### config.mk
export PLATFORM = sky130hd
export DESIGN_NAME = mips_multicycle_ctrl
export DESIGN_NICKNAME = d
export VERILOG_FILES = /design/src/rtl/mips_ctrl_pkg.sv /design/src/rtl/mips_ctrl_decode.sv /design/src/rtl/mips_multicycle_ctrl.sv
export SDC_FILE = /design/constraint.sdc
export NUM_CORES = 1
export LEC_CHECK = 0
export CORE_UTILIZATION = 44
export CTS_BUF_LIST = sky130_fd_sc_hd__clkbuf_8
export DETAILED_ROUTE_END_ITERATION = 8
export PLACE_DENSITY = 0.86
export RECOVER_POWER = 50
export SLEW_MARGIN = 20
export SYNTH_ARGS = -nofsm -noshare
export SYNTH_HDL_FRONTEND = slang
export SYNTH_SLANG_ARGS = --single-unit
### constraint.sdc
create_clock -name clk -period 2.34 [get_ports clk]
set_input_delay 0.351 -clock clk [delete_from_list [all_inputs] [get_ports clk]]
set_output_delay 0.351 -clock clk [all_outputs]
set_load 0.03 [all_outputs]
### src/rtl/mips_ctrl_pkg.sv
// Shared encodings for the multi-cycle MIPS control path: state codes, opcodes,
// mux select values and the bundled control word.
package mips_ctrl_pkg;

    typedef enum logic [3:0] {
        S_FETCH     = 4'd0,
        S_DECODE    = 4'd1,
        S_MEM_ADDR  = 4'd2,
        S_MEM_RD    = 4'd3,
        S_MEM_WB    = 4'd4,
        S_MEM_WR    = 4'd5,
        S_R_EXEC    = 4'd6,
        S_R_WB      = 4'd7,
        S_BRANCH    = 4'd8,
        S_JUMP      = 4'd9,
        S_ADDI_EXEC = 4'd10,
        S_ADDI_WB   = 4'd11,
        S_HALT      = 4'd15
    } state_e;

    localparam logic [5:0] OP_RTYPE = 6'h00;
    localparam logic [5:0] OP_LW    = 6'h23;
    localparam logic [5:0] OP_SW    = 6'h2B;
    localparam logic [5:0] OP_BEQ   = 6'h04;
    localparam logic [5:0] OP_J     = 6'h02;
    localparam logic [5:0] OP_ADDI  = 6'h08;

    localparam logic [1:0] ALU_ADD   = 2'd0;
    localparam logic [1:0] ALU_SUB   = 2'd1;
    localparam logic [1:0] ALU_FUNCT = 2'd2;

    localparam logic [1:0] SRCB_B      = 2'd0;
    localparam logic [1:0] SRCB_FOUR   = 2'd1;
    localparam logic [1:0] SRCB_IMM    = 2'd2;
    localparam logic [1:0] SRCB_IMM_SH = 2'd3;

    localparam logic [1:0] PCSRC_ALU    = 2'd0;
    localparam logic [1:0] PCSRC_ALUOUT = 2'd1;
    localparam logic [1:0] PCSRC_JUMP   = 2'd2;

    typedef struct packed {
        logic       pc_write;
        logic       pc_write_cond;
        logic       i_or_d;
        logic       mem_read;
        logic       mem_write;
        logic       ir_write;
        logic       mem_to_reg;
        logic       reg_dst;
        logic       reg_write;
        logic       alu_src_a;
        logic [1:0] alu_src_b;
        logic [1:0] alu_op;
        logic [1:0] pc_src;
    } ctrl_t;

endpackage

### src/rtl/mips_ctrl_decode.sv
// Moore output decode: maps the current state (plus the memory handshake for
// the fetch commit) onto the datapath control word.
module mips_ctrl_decode
    import mips_ctrl_pkg::*;
(
    input  state_e state,
    input  logic   mem_ready,
    output ctrl_t  ctrl
);

    always_comb begin
        ctrl = '0;
        case (state)
            S_FETCH: begin
                ctrl.mem_read  = 1'b1;
                ctrl.alu_src_b = SRCB_FOUR;
                ctrl.alu_op    = ALU_ADD;
                ctrl.pc_src    = PCSRC_ALU;
                // IR and PC only commit once the instruction word is actually back
                ctrl.ir_write  = mem_ready;
                ctrl.pc_write  = mem_ready;
            end
            S_DECODE: begin
                ctrl.alu_src_b = SRCB_IMM_SH;
                ctrl.alu_op    = ALU_ADD;
            end
            S_MEM_ADDR, S_ADDI_EXEC: begin
                ctrl.alu_src_a = 1'b1;
                ctrl.alu_src_b = SRCB_IMM;
                ctrl.alu_op    = ALU_ADD;
            end
            S_MEM_RD: begin
                ctrl.mem_read = 1'b1;
                ctrl.i_or_d   = 1'b1;
            end
            S_MEM_WB: begin
                ctrl.reg_write  = 1'b1;
                ctrl.mem_to_reg = 1'b1;
            end
            S_MEM_WR: begin
                ctrl.i_or_d    = 1'b1;
                ctrl.mem_write = 1'b1;
            end
            S_R_EXEC: begin
                ctrl.alu_src_a = 1'b1;
                ctrl.alu_src_b = SRCB_B;
                ctrl.alu_op    = ALU_FUNCT;
            end
            S_R_WB: begin
                ctrl.reg_write = 1'b1;
                ctrl.reg_dst   = 1'b1;
            end
            S_BRANCH: begin
                ctrl.alu_src_a     = 1'b1;
                ctrl.alu_src_b     = SRCB_B;
                ctrl.alu_op        = ALU_SUB;
                ctrl.pc_write_cond = 1'b1;
                ctrl.pc_src        = PCSRC_ALUOUT;
            end
            S_JUMP: begin
                ctrl.pc_write = 1'b1;
                ctrl.pc_src   = PCSRC_JUMP;
            end
            S_ADDI_WB: begin
                ctrl.reg_write = 1'b1;
            end
            default: ctrl = '0;
        endcase
    end

endmodule

### src/rtl/mips_multicycle_ctrl.sv
// Multi-cycle MIPS sequencer: state register, next-state logic and the sticky
// illegal-opcode flag; output decode lives in mips_ctrl_decode.
//
// state     | meaning
// FETCH     | read instruction at PC, PC += 4 when memory ready
// DECODE    | opcode dispatch, precompute branch target
// MEM_ADDR  | effective address for lw/sw
// MEM_RD    | data read, waits for memory
// MEM_WB    | MDR -> rt
// MEM_WR    | data write, waits for memory
// R_EXEC    | funct-decoded ALU op on A, B
// R_WB      | ALUOut -> rd
// BRANCH    | compare A, B; load PC if equal
// JUMP      | PC <- jump target
// ADDI_EXEC | A + imm
// ADDI_WB   | ALUOut -> rt
// HALT      | illegal opcode, parked until reset
module mips_multicycle_ctrl
    import mips_ctrl_pkg::*;
#(
    parameter bit MEM_WAIT_EN = 1'b1,
    parameter bit ADDI_EN     = 1'b1
) (
    input  logic       clk,
    input  logic       rst_n,
    input  logic [5:0] opcode,
    input  logic       mem_ready,
    output logic       pc_write,
    output logic       pc_write_cond,
    output logic       i_or_d,
    output logic       mem_read,
    output logic       mem_write,
    output logic       ir_write,
    output logic       mem_to_reg,
    output logic       reg_dst,
    output logic       reg_write,
    output logic       alu_src_a,
    output logic [1:0] alu_src_b,
    output logic [1:0] alu_op,
    output logic [1:0] pc_src,
    output logic       illegal,
    output logic [3:0] state
);

    state_e state_q, state_d;
    logic   illegal_q, illegal_d;
    logic   mem_rdy;
    ctrl_t  ctrl_raw, ctrl;

    assign mem_rdy = MEM_WAIT_EN ? mem_ready : 1'b1;

    always_comb begin
        state_d = state_q;
        case (state_q)
            S_FETCH:     state_d = mem_rdy ? S_DECODE : S_FETCH;
            S_DECODE: begin
                case (opcode)
                    OP_RTYPE:     state_d = S_R_EXEC;
                    OP_LW, OP_SW: state_d = S_MEM_ADDR;
                    OP_BEQ:       state_d = S_BRANCH;
                    OP_J:         state_d = S_JUMP;
                    OP_ADDI:      state_d = ADDI_EN ? S_ADDI_EXEC : S_HALT;
                    default:      state_d = S_HALT;
                endcase
            end
            S_MEM_ADDR:  state_d = (opcode == OP_LW) ? S_MEM_RD : S_MEM_WR;
            S_MEM_RD:    state_d = mem_rdy ? S_MEM_WB : S_MEM_RD;
            S_MEM_WB:    state_d = S_FETCH;
            S_MEM_WR:    state_d = mem_rdy ? S_FETCH : S_MEM_WR;
            S_R_EXEC:    state_d = S_R_WB;
            S_R_WB:      state_d = S_FETCH;
            S_BRANCH:    state_d = S_FETCH;
            S_JUMP:      state_d = S_FETCH;
            S_ADDI_EXEC: state_d = S_ADDI_WB;
            S_ADDI_WB:   state_d = S_FETCH;
            S_HALT:      state_d = S_HALT;
            default:     state_d = S_HALT;
        endcase
    end

    assign illegal_d = illegal_q | (state_d == S_HALT);

    always_ff @(posedge clk) begin
        if (!rst_n) begin
            state_q   <= S_FETCH;
            illegal_q <= 1'b0;
        end else begin
            state_q   <= state_d;
            illegal_q <= illegal_d;
        end
    end

    mips_ctrl_decode u_decode (
        .state     (state_q),
        .mem_ready (mem_rdy),
        .ctrl      (ctrl_raw)
    );

    // Reset gates every enable combinationally so an aborted access never pulses
    assign ctrl = rst_n ? ctrl_raw : '0;

    assign pc_write      = ctrl.pc_write;
    assign pc_write_cond = ctrl.pc_write_cond;
    assign i_or_d        = ctrl.i_or_d;
    assign mem_read      = ctrl.mem_read;
    assign mem_write     = ctrl.mem_write;
    assign ir_write      = ctrl.ir_write;
    assign mem_to_reg    = ctrl.mem_to_reg;
    assign reg_dst       = ctrl.reg_dst;
    assign reg_write     = ctrl.reg_write;
    assign alu_src_a     = ctrl.alu_src_a;
    assign alu_src_b     = ctrl.alu_src_b;
    assign alu_op        = ctrl.alu_op;
    assign pc_src        = ctrl.pc_src;
    assign illegal       = rst_n & illegal_q;
    assign state         = state_q;

endmodule

=== Word-level counts from Yosys, hierarchy flattened ===
Index checks and enable logic that the tools add are counted.

* Register bits: 5
* Input port bits: 9
* Word-level logic and storage cells: 49

* Equal/unequal tests: 17
* Mux-type cells: 19
* Bitwise logic cells: 2
* Reduce and logical (&&, ||, !) cells: 9

{| class="wikitable"
|+ Operator list
! kind !! count
|-
| one-hot mux 4 bit (5 select lines) || 2
|-
| one-hot mux 4 bit (8 select lines) || 1
|-
| equality test 4 bit, second input constant || 5
|-
| equality test 4 x 3 -> 1 bit, second input constant || 4
|-
| two-way mux 16 bit || 1
|-
| equality test 6 bit, second input constant || 2
|-
| two-way mux 1 bit || 10
|-
| two-way mux 3 bit || 3
|-
| equality test 4 x 2 -> 1 bit, second input constant || 2
|-
| OR reduction 2 bit || 4
|-
| equality test 6 x 2 -> 1 bit, second input constant || 1
|-
| equality test 6 x 3 -> 1 bit, second input constant || 1
|-
| equality test 6 x 4 -> 1 bit, second input constant || 1
|-
| logical NOT 6 bit || 1
|-
| OR reduction 5 bit || 1
|-
| equality test 4 x 1 -> 1 bit, second input constant || 1
|-
| logical NOT 4 bit || 1
|-
| one-hot mux 2 bit (2 select lines) || 1
|-
| OR reduction 4 bit || 1
|-
| OR reduction 3 bit || 1
|-
| one-hot mux 1 bit (2 select lines) || 1
|-
| AND 1 bit || 1
|-
| bitwise OR 1 bit || 1
|}

=== Logic depth before layout (Yosys ltp) ===
Gate-level depths: netlist of run 1.

* Word-level depth: 6
* Gate-level depth with buffers: 6
* Mapped depth without buffers: 5

=== Hierarchy ===
Synthesis of run 1 repeated with hierarchy kept, for this count alone.

* Cells, all modules: 98
* Area total of the unflattened synthesis: 720.7 µm²

{| class="wikitable"
|+ By module, submodules not included
! module !! times used !! cells an instance !! area each (µm²) !! seq. area each (µm²)
|-
| mips_multicycle_ctrl || 1 || 66 || 516.7 || 100.1
|-
| mips_ctrl_decode || 1 || 32 || 203.9 || 0.0
|}

=== Worst setup path after synthesis of run 1 ===
No wires, ideal clock.

* Path kind: register to output
* Start point: register state_q[3] (netlist: state[3])
* End point: output pc_write
* Data arrival time: 2234 ps
* Path slack: -245 ps
* Cell stages (with the launch flop): 5
* Path buffers: 0
* Path through: dfxtp_1 > nor2_1 > nand2_1 > nor4b_1 > or2_2

* Cells in the longest elaborated chain, start to end: 3
* Elaborated cells on any way between the ends: 4
* Those cells by class: eq/ne (1); mux (2); reduce/logical (1)

{| class="wikitable"
|+ Ends and longest elaborated chain
! element !! RTL line !! RTL
|-
| from (decl) || mips_multicycle_ctrl.sv:45 || <nowiki>state_e state_q, state_d;</nowiki>
|-
| from (signal assigned) || mips_multicycle_ctrl.sv:88 || <nowiki>state_q <= state_d;</nowiki>
|-
| equality test 4 bit / logical NOT 4 bit (equally long branches) || mips_ctrl_decode.sv:13 || <nowiki>case (state)</nowiki>
|-
| one-hot mux 1 bit (2 select lines) (*) || mips_ctrl_decode.sv:13 ||
|-
| two-way mux 16 bit (*) || mips_multicycle_ctrl.sv:100 || <nowiki>assign ctrl = rst_n ? ctrl_raw : '0;</nowiki>
|-
| to (decl) || mips_multicycle_ctrl.sv:28 || <nowiki>output logic pc_write,</nowiki>
|}

Mark *: on every way between the ends. The rest lies on a longest branch, timed or not.

=== Worst setup path in the final report of run 1 ===
* Start point: input rst_n
* End point: output alu_src_b[0]

* Cells in the longest elaborated chain, start to end: 1

{| class="wikitable"
|+ Ends and longest elaborated chain
! element !! RTL line !! RTL
|-
| from (decl) || mips_multicycle_ctrl.sv:25 || <nowiki>input logic rst_n,</nowiki>
|-
| two-way mux 16 bit || mips_multicycle_ctrl.sv:100 ||
|-
| to (decl) || mips_multicycle_ctrl.sv:38 || <nowiki>output logic [1:0] alu_src_b,</nowiki>
|}

No other way between the ends.

==> results.py, run 1 <==
metrics = {
    "worst_setup_path": {
        "critical_path.most_common_cell": "clkdlybuf4s50_1",
        "crit_fanout": 7,
        "cp.required_ns": 1.99,
        "critPathMaxStageDelay_ns": 0.67,
        "critPathBufInv": 2,
        "rrSetupSlack_ns": 0.71,
        "start_kind": "primary input",
        "critical_path.cell_chain": "clkdlybuf4s50_1 > nand2_1 > nor2_1 > clkdlybuf4s50_1",
        "cp.arrival_ns": 1.88,
        "worstSetupEndpointType": "output pin",
        "cp_slowest_cell": "clkdlybuf4s50_1",
        "critical_path_class": "primary input to output pin",
        "crit_family": "buffers and inverters",
    },
    "sta": {
        "finalSetupViolCount": 0,
        "final.min_clock_period_ns": 2.23,
        "worstMarginPinSlew_ns": 0.425,
        "drv_slew": 0,
        "period_share_pct": 95.3,
        "timing_hold_violations_final": 0,
        "rsz0062_at_grt": "no",
        "setup-tns-final_ns": 0,
        "fmax_ghz": 0.448,
        "clock_skew_ns": 0.00379,
        "slew_headroom_pct": 71.3,
    },
    "synth": {
        "avgSynthCellArea_um2": 7.25,
        "synth_flop_cell": "dfxtp_1",
        "yosysTopAreaCell": "dfxtp_1",
        "yosysSeqAreaShare_pct": 16.1,
        "synth_top_area_share_pct": 16.1,
        "syn_inst": 86,
        "ys_ff_latch": 5,
        "ys_types": 37,
        "synth_area_leaders": "dfxtp_1, nand2_1, nor2_1, nor4b_1, o41ai_1",
        "synth_common_cells": "nand2_1, nor2_1, dfxtp_1",
        "async_flop_share_pct": 0,
        "synth-edff-count": 0,
        "yosysWarnings": 0,
        "syn_nets": 95,
        "syn_area_um2": 623,
    },
    "grt": {
        "grt_pass1_vias": 613,
        "grt_max_degree": 13,
        "grt_usage_pct": 26.1,
        "antenna_found_initial": 0,
        "grt_pass1_wl_mm": 2.69,
        "grt_overflow": 0,
    },
    "placed_design": {
        "io_buffer_count": 29,
        "place_congestion": 0.867,
        "dp_hpwl_mm": 1.36,
    },
    "clock_network": {
        "clock_sinks": 5,
        "cts_made_buffers": 3,
        "cts.repair.resized": 0,
        "postCtsHoldBufs": 0,
        "clock_latency_ns": 0.22,
        "htree_levels": 1,
        "cts_setup_buffers": 0,
        "clkTransAtPathRegs_ns": 0.04,
        "cts_max_path_buffers": 2,
        "cts_tree": "built",
        "root_buffer": "clkbuf_8",
    },
    "power_and_ir_drop": {
        "seqPwrFrac_pct": 17.4,
        "p_int_uw": 559,
        "power.density_mw_per_mm2": 1180,
        "clockPowerShare_pct": 13.9,
        "sw_frac_of_total_pct": 49.8,
        "power.total_uw": 1110,
        "p_leak_uw": 0.000412,
        "p_comb_share_pct": 68.7,
        "p_sw_uw": 554,
        "peakVddDrop_uv": 738,
    },
    "route": {
        "drc": 0,
        "wirelength_mm": 1.76,
        "avgRoutedWirePerCell_um": 13.3,
        "num_vias": 752,
        "drt-initial-drc-count": 21,
        "drt-vias-per-instance": 5.70,
        "first_pass_iters": 4,
        "ant_nets": 0,
    },
    "worst_hold_path": {
        "hp-class": "flip-flop to flip-flop",
    },
    "floorplanning": {
        "core_mm2": 0.00130,
        "die_x_um": 39.6,
        "ios": 30,
        "row_count": 13,
        "start_util_pct": 47.9,
        "fp.dieH_um": 39.6,
        "fp.dieArea_mm2": 0.00157,
    },
    "layout": {
        "num_antenna_cells": 0,
        "num-fill-cells": 116,
        "final_nets": 127,
        "drive_gt1_share_pct": 21.4,
        "syn_to_final_growth_pct": 51.0,
    },
    "flow_run": {
        "maxCapViolations": 0,
    },
    "outcome": {
        "status": "completed",
    },
}
power groups by stage:
stage               logic [µW]  clock network [µW]  registers (µW)
floorplan                  490                   0             217
global placement           773                   0             192
detailed placement         782                   0             194
CTS                        786                 159             193
global route               821                 164             203
finish                     765                 155             194
stage by stage:
stage	instance area [µm²]	util [%]	std cells	hold WS, ns	setup WS [ns]
3_5_place_dp	908	69.8	128	0.495	0.0399
6_report	941	72.3	132	0.503	0.109
4_1_cts	953	73.3	132	0.509	0.0444
2_1_floorplan	634	-	86	0.455	0.0803
3_3_place_gp	908	69.8	128	0.490	0.101
5_1_grt	941	72.3	132	0.539	0.0450
metal layers:
layer	part of all wire [%]	global-route usage (%)
met4	1.4	14.7
met1	46	34.1
met5	0	0
met3	3.9	5.68
met2	48	38.5
logic make-up after synthesis:
logic type             after synthesis  synth area share, %
AND/OR/NAND/NOR                     50                 48.4
AO/OA/AOI/OAI                       21                 25.3
buffers and inverters                8                 7.43
flip-flops                           5                 16.1
XOR/XNOR                             2                 2.81
path summary, 6_finish.rpt:
check / endpoint / cells after the start / from
worst max-delay path: alu_src_b[0] / 4 / rst_n
worst min-delay path: illegal_q / 2 / illegal_q
worst max register to register: illegal_q / 6 / state[1]
worst min register to register: illegal_q / 2 / illegal_q
placed cells by master (no fill, tap or decap), types with 2 or more instances in the layout:
cell type / count
buf_4: 15
clkdlybuf4s50_1: 11
nor2_1: 10
nand2_1: 10
dlygate4sd3_1: 5
nor3_1: 4
dfxtp_1: 4
nand2b_1: 3
nor3b_1: 3
nor4b_1: 3
o21ai_0: 3
o41ai_1: 3
a31oi_1: 3
clkbuf_8: 3
nand3b_1: 2
nor2b_1: 2
and3_1: 2
nor4b_2: 2
nor4bb_1: 2
inv_1: 2
clkbuf_1: 2
worst min-delay path: cells and delay by family (launching register included):
kind,cells,cell delay (ns)
flops,1,0.29
compound gates,1,0.08
simple gates,1,0.08
registers in the layout (all words and copies together) (netlist names):
signal     cells
illegal_q      1
state          4
layout make-up:
cell class | instances | area (µm²) | area share, %
multi-input combinational | 73 | 479 | 50.9
tap | 15 | 18.8 | 1.99
timing repair buffer | 34 | 293 | 31.1
inverter | 1 | 3.75 | 0.399
sequential | 5 | 101 | 10.8
clock buffer | 3 | 41.3 | 4.39
clock inverter | 1 | 3.75 | 0.399
Power figures use the tool's default switching activity.
==> run 2: changes to the inputs <==
clock period = 2.6 ns   (was 2.34 ns; I/O delays follow)
==> run 2 against run 1 <==
Effect of this change: worst setup slack improved by 0.020 ns; register-to-register slack better by 0.17 ns; largest power group unchanged; critical path type is now flip-flop to output pin; hold slack better by 0.017 ns; critical endpoint is now mem_read; final cell count shrank 1.5%; design area grew 0.13%; non-clock buffer count fell by 2; first-iteration DRC count is 14% lower; count of clock-buffer cells in the layout unchanged; sequential power increased by 6%; utilization is 0.096 points higher.
==> results.py, run 2 (synthesis gave the netlist of run 1 again) <==
metrics = {
    "clock_network": {
        "cts_setup_buffers": 0,
        "root_buffer": "clkbuf_8",
        "cts_made_buffers": 3,
        "htree_levels": 1,
        "cts_max_path_buffers": 2,
        "cts_tree": "built",
        "clock_latency_ns": 0.22,
        "clock_sinks": 5,
        "clkTransAtPathRegs_ns": 0.04,
    },
    "power_and_ir_drop": {
        "p_leak_uw": 0.000364,
        "sw_frac_of_total_pct": 50.3,
        "clockPowerShare_pct": 14.4,
        "p_int_uw": 489,
        "peakVddDrop_uv": 781,
        "p_sw_uw": 494,
        "p_comb_share_pct": 64.6,
        "power.density_mw_per_mm2": 1040,
        "seqPwrFrac_pct": 20.9,
    },
    "worst_setup_path": {
        "crit_fanout": 17,
        "start_kind": "flip-flop",
        "cp.required_ns": 2.21,
        "critPathBufInv": 1,
        "worstSetupEndpointType": "output pin",
        "cp.arrival_ns": 2.08,
        "critPathMaxStageDelay_ns": 0.71,
        "cp_slowest_cell": "clkdlybuf4s50_1",
        "critical_path.cell_chain": "nand2b_1 > nor3b_1 > clkdlybuf4s50_1",
        "crit_family": "buffers and inverters",
        "critical_path_class": "flip-flop to output pin",
    },
    "outcome": {
        "status": "completed",
    },
    "route": {
        "first_pass_iters": 4,
        "wirelength_mm": 1.81,
        "avgRoutedWirePerCell_um": 13.9,
        "ant_nets": 0,
        "drt-vias-per-instance": 5.96,
        "drt-initial-drc-count": 18,
        "num_vias": 775,
        "drc": 0,
    },
    "sta": {
        "finalSetupViolCount": 0,
        "slew_headroom_pct": 60.8,
        "clock_skew_ns": 0.00107,
        "period_share_pct": 95.0,
        "fmax_ghz": 0.405,
        "drv_slew": 0,
        "final.min_clock_period_ns": 2.47,
        "timing_hold_violations_final": 0,
        "worstMarginPinSlew_ns": 0.587,
        "rsz0062_at_grt": "no",
        "setup-tns-final_ns": 0,
    },
    "placed_design": {
        "place_congestion": 0.795,
        "io_buffer_count": 29,
        "dp_hpwl_mm": 1.30,
    },
    "layout": {
        "num_antenna_cells": 0,
        "syn_to_final_growth_pct": 51.2,
        "most-common-layout-cells": "clkdlybuf4s50_1, nor2_1, nand2_1, dlygate4sd3_1, dfxtp_1",
        "drive_gt1_share_pct": 11.3,
        "final_common_cell": "clkdlybuf4s50_1",
        "final_util_pct": 72.4,
        "largest_reg_flops": 4,
        "final_nets": 125,
    },
    "grt": {
        "grt_usage_pct": 23.5,
        "antenna_found_initial": 0,
        "grt_max_degree": 18,
        "grt_overflow": 0,
        "grt_pass1_vias": 600,
        "grt_pass1_wl_mm": 2.57,
    },
    "floorplanning": {
        "die_x_um": 39.6,
        "row_count": 13,
        "fp.dieArea_mm2": 0.00157,
        "fp.dieH_um": 39.6,
        "core_mm2": 0.00130,
        "ios": 30,
        "start_util_pct": 47.9,
    },
    "flow_run": {
        "maxCapViolations": 0,
    },
    "worst_hold_path": {
        "hp-class": "flip-flop to flip-flop",
    },
}
-- run 2: path summary, 6_finish.rpt --
check	start	end	slack (ns)	cells after the start
worst min-delay path	illegal_q	illegal_q	0.52	2
worst max register to register	state[3]	illegal_q	0.88	6
worst max-delay path	state[1]	mem_read	0.13	3
worst min register to register	illegal_q	illegal_q	0.52	2
-- run 2: layout make-up --
class	instances	area, µm²
multi-input combinational	73	479
tap	15	18.8
sequential	5	100
inverter	1	3.75
clock inverter	1	5.00
clock buffer	3	41.3
fill	122	359
timing repair buffer	32	294
-- run 2: per-stage QoR --
stage	instances	power (µW)	setup slack, ns	hold WS, ns	instance area, µm²
after floorplan	86	633	0.206	0.455	629
after global placement	126	858	0.180	0.471	916
after detailed placement	126	868	0.116	0.502	916
after CTS	130	1010	0.111	0.522	962
after global routing	130	1040	0.0165	0.549	942
final	130	983	0.129	0.520	942
-- run 2: timing repair --
item                       4_1_cts  5_1_grt
resized for setup                0        2
hold buffers                     0        0
setup endpoints to repair        0        2
-- run 2: power by group through the flow --
stage	Sequential [µW]	Combinational (µW)	Clock, µW
6_report	206	635	142
4_1_cts	206	664	144
3_3_place_gp	203	655	0
2_1_floorplan	195	438	0
5_1_grt	214	680	150
3_5_place_dp	208	660	0
-- run 2: routing by layer --
| metal | wire (µm) | track usage [%] | part of all wire, % |
|---|---|---|---|
| met1 | 848 | 33.4 | 47 |
| met5 | 0 | 0 | 0 |
| met3 | 82 | 0 | 4.5 |
| met4 | 0 | 7.76 | 0 |
| met2 | 879 | 37.7 | 49 |
-- run 2: worst reg2reg max path, cell delays in order, from the launching register on --
cell	delay (ns)
dfxtp_1	0.40
buf_4	0.21
nor4b_2	0.37
o41ai_1	0.16
o2111ai_2	0.22
a31oi_1	0.11
a31oi_1	0.18
